File: src/rtl/fifo_pop_stream.sv
// rtl/fifo_pop_stream.sv - FWFT FIFO drain stage with 2-entry skid buffer and delivered-word counter
// fifo_pop depends only on registered occupancy and fifo_empty, so out_ready never reaches the FIFO combinationally.
module fifo_pop_stream #(
  parameter int WIDTH = 8,
  parameter int CNT_W = 16
) (
  input  logic             clk,
  input  logic             rst,
  input  logic             fifo_empty,
  input  logic [WIDTH-1:0] fifo_data,
  output logic             fifo_pop,
  output logic             out_valid,
  input  logic             out_ready,
  output logic [WIDTH-1:0] out_data,
  output logic [CNT_W-1:0] delivered_cnt
);

  typedef enum logic [1:0] {
    EMPTY = 2'd0,
    ONE   = 2'd1,
    TWO   = 2'd2
  } occ_e;

  occ_e             state_q, state_d;
  logic [WIDTH-1:0] h_q, h_d;
  logic [WIDTH-1:0] s_q, s_d;
  logic [CNT_W-1:0] cnt_q, cnt_d;
  logic             deq;

  assign fifo_pop      = !rst && !fifo_empty && (state_q != TWO);
  assign out_valid     = (state_q != EMPTY);
  assign deq           = out_valid && out_ready;
  assign out_data      = h_q;
  assign delivered_cnt = cnt_q;

  always_comb begin
    state_d = state_q;
    h_d     = h_q;
    s_d     = s_q;
    cnt_d   = cnt_q + CNT_W'(deq);
    case (state_q)
      EMPTY: begin
        if (fifo_pop) begin
          h_d     = fifo_data;
          state_d = ONE;
        end
      end
      ONE: begin
        if (fifo_pop && deq) begin
          h_d = fifo_data;
        end else if (fifo_pop) begin
          s_d     = fifo_data;
          state_d = TWO;
        end else if (deq) begin
          state_d = EMPTY;
        end
      end
      TWO: begin
        // S is always the younger word, so it moves up into H on dequeue.
        if (deq) begin
          h_d     = s_q;
          state_d = ONE;
        end
      end
      default: state_d = EMPTY;
    endcase
  end

  always_ff @(posedge clk) begin
    if (rst) begin
      state_q <= EMPTY;
      h_q     <= '0;
      s_q     <= '0;
      cnt_q   <= '0;
    end else begin
      state_q <= state_d;
      h_q     <= h_d;
      s_q     <= s_d;
      cnt_q   <= cnt_d;
    end
  end

endmodule

File: config.mk
export PLATFORM = sky130hd
export DESIGN_NAME = fifo_pop_stream
export DESIGN_NICKNAME = d
export VERILOG_FILES = /design/src/rtl/fifo_pop_stream.sv
export SDC_FILE = /design/constraint.sdc
export NUM_CORES = 1
export LEC_CHECK = 0
export CAP_MARGIN = 20
export CORE_ASPECT_RATIO = 1.5
export CORE_MARGIN = 5
export CORE_UTILIZATION = 54
export CTS_BUF_LIST = sky130_fd_sc_hd__clkbuf_8
export CTS_CLUSTER_DIAMETER = 200
export DETAILED_ROUTE_END_ITERATION = 6
export PLACE_DENSITY = 0.86
export SETUP_SLACK_MARGIN = 0.3
export SYNTH_ARGS = -nofsm -noshare
export SYNTH_HDL_FRONTEND = slang
export SYNTH_SLANG_ARGS = --single-unit
File: constraint.sdc
create_clock -name clk -period 4.6 [get_ports clk]
set_clock_uncertainty 0.1 [all_clocks]
set_input_delay 0.46 -clock clk [delete_from_list [all_inputs] [get_ports clk]]
set_output_delay 0.46 -clock clk [all_outputs]
set_load 0.01 [all_outputs]
==> results.md <==
- Status: finished clean
- Post-synthesis instance area: 1530 um^2
- Reg clk slew, reported paths: 0.07 ns
- WL per Instance: 14.0 um
- Fillcell total: 228
- Clk Latency, worst-skew pair: 0.29 ns
- H-tree depth: 2
- Placer Congestion: 0.752
- Std cell rows: 23
- Crit Path Max Fanout: 10
- Synth-to-layout area growth: 30.4%
- Primary FF master, synth: dfxtp_1
- Worst reg-to-reg setup slack: 2.57 ns
- Setup Viol. Count Final: 0
- IO buf count: 37
- Crit path DAT: 2.02 ns
- Pwr dens: 301 nW/um^2
- Post-CTS Setup Inserts: 0
- CP Class: reg2out
- Synth top area share: 44.4%
- First-pass GRT wire length: 5320 um
- HPWL after detailed placement: 2390 um
- Avg Vias per Cell: 5.47
- Hold EP: delivered_cnt[13]
- Ys async rst share: 0%
- Commonest non-fill, non-tap cells in the layout: clkdlybuf4s50_1, dfxtp_1, nor2_1
- Largest net degree at the start of global routing: 30
- Vias: 1264
- Vert. Die Dim: 75.3 um
- Rel. slew slack: 43.1%
- Mapped Avg Cell Area: 9.83 um^2
- Commonest non-fill, non-tap cell in the layout: clkdlybuf4s50_1
- # IOs: 38
- Vias in the first global route: 1216
- VDD IR max: 0.206 mV
- Root buffer cell: clkbuf_8
- Worst Min Path Start: delivered_cnt[13]
- Num CTS Buffers: 5
- Worst reg2reg path depth: 6
- Reg-to-Reg End: delivered_cnt[14]
- Routed Antenna Nets: 0
- # clock sinks: 34
- Worst r2r src: state_q[1]
- TritonRoute pass-1 iters: 4
- Fin. max-slew vios: 0
- Final min period: 2.58 ns
- Synth unique cells: 38
- Required time worst endpoint: 4.04 ns
- Post-CTS sizing: 0
- Leading area contributor after synthesis: dfxtp_1
- MaxCap Viol Count: 0
- Core area: 2710 um^2
- TritonCTS clock tree: built
- Share of layout cells above drive strength 1: 8.76%
- Nets@finish: 207
- Die ar.: 4030 um^2
- Number of synthesized flops with an enable pin: 0
- Clock Tree Buf Depth: 2
- Hold_buf cts: 0
- GRT Resource Usage Total: 18.4%
- Final hold viol count: 0
- Setup TNS: 0 ns
- Worst Setup Start Kind: register
- Initial Utilization: 56.7%
- Cells after synthesis: 156
- F_max: 0.388 GHz
- Hold Crit Depth: 2
- CP Capture Type: output pin
- Syn nets: 170
- Tcrit/Tclk final: 56.0%
- Initial antenna violation count: 0
- Total grt overflow: 0
- Worst Max-Slew Pin Slew: 0.851 ns
- RSZ-0062 raised after global routing: false
- Final core utilization: 73.9%
- Final WL: 3230 um
- ANT cells: 0
- Synth area leaders: dfxtp_1, mux2i_1, nor2_1
- Die Wd: 53.5 um
- Yosys warning total: 0
- DRC: 0
- 1st-iter DRT viols: 40
- Leakage: 0.000765 uW
- Flop and latch count out of synthesis: 34
- Seq/Total Area, Yosys: 44.4%
- HP Class: reg2reg
## worst max-delay path, cell delays in order (launching register included)
cell,delay [ns]
dfxtp_1,0.56
nand2b_1,0.40
nor3b_1,0.27
clkdlybuf4s50_1,0.49
## metrics by stage
step	total power, uW	setup slack [ns]	instances	area [um^2]	hold slack [ns]
3_3_place_gp	382	1.76	222	1900	0.374
6_report	602	2.02	231	2000	0.404
3_5_place_dp	385	1.66	222	1900	0.393
2_1_floorplan	352	2.96	156	1530	0.360
5_1_grt	629	1.90	231	2000	0.426
4_1_cts	611	1.95	230	1990	0.410
## worst max path at each step
stage / start / end / slack [ns] / cells after the start
6_report: state_q[1] / fifo_pop / 2.02 / 3
5_1_grt: state_q[0] / fifo_pop / 1.90 / 3
4_1_cts: rst / s_q[7] / 1.95 / 5
3_5_place_dp: rst / s_q[5] / 1.66 / 5
3_3_place_gp: rst / s_q[0] / 1.76 / 5
2_1_floorplan: state_q[1] / delivered_cnt[13] / 2.96 / 7
## layout make-up
type                            instances  area [um^2]  area share (%)
Timing Repair Buffer                   39          385            19.3
Tap cell                               37         46.3            2.32
Clock buffer                            6         82.6            4.13
Clock inverter                          2         8.76           0.438
Multi-Input combinational cell        113          795            39.8
Sequential cell                        34          681            34.1
## cells by family after synthesis
logic type,after synthesis,share of synthesized area [%]
flip-flops,34,44.4
XOR/XNOR,11,6.29
adder cells (fa/ha/maj),2,1.63
buffers and inverters,9,3.75
AO/OA/AOI/OAI,17,9.88
AND/OR/NAND/NOR,65,22.2
multiplexers,18,11.8
## synthesized netlist by cell type, types with 2 or more instances
| cell | number |
|---|---|
| ha_1 | 2 |
| nor2b_1 | 3 |
| a211oi_2 | 2 |
| nand4_1 | 4 |
| nand3_1 | 7 |
| dfxtp_1 | 34 |
| xnor2_1 | 3 |
| xor2_1 | 8 |
| nor2_1 | 30 |
| nand2_1 | 4 |
| a21oi_1 | 3 |
| nor4_1 | 2 |
| and4_1 | 3 |
| a211oi_1 | 7 |
| buf_4 | 2 |
| buf_1 | 3 |
| buf_6 | 2 |
| mux2i_1 | 17 |
## state kept, by name, summed over array words and instances (netlist names)
register / cells
delivered_cnt: 16
out_data: 8
s_q: 8
state_q: 2
## metal layers
metal | global-route usage, % | share of wire [%]
met4 | 11.4 | 3.4
met5 | 0 | 0
met2 | 31.1 | 52
met3 | 7.13 | 7.3
met1 | 18.6 | 38
## report_power, final
part | switching, uW | internal [uW] | total (uW)
logic | 30.4 | 37.3 | 67.7
registers | 6.38 | 303 | 310
clock network | 106 | 118 | 225
total | 143 | 459 | 602
Note: power is estimated with default switching activity, not from simulation.
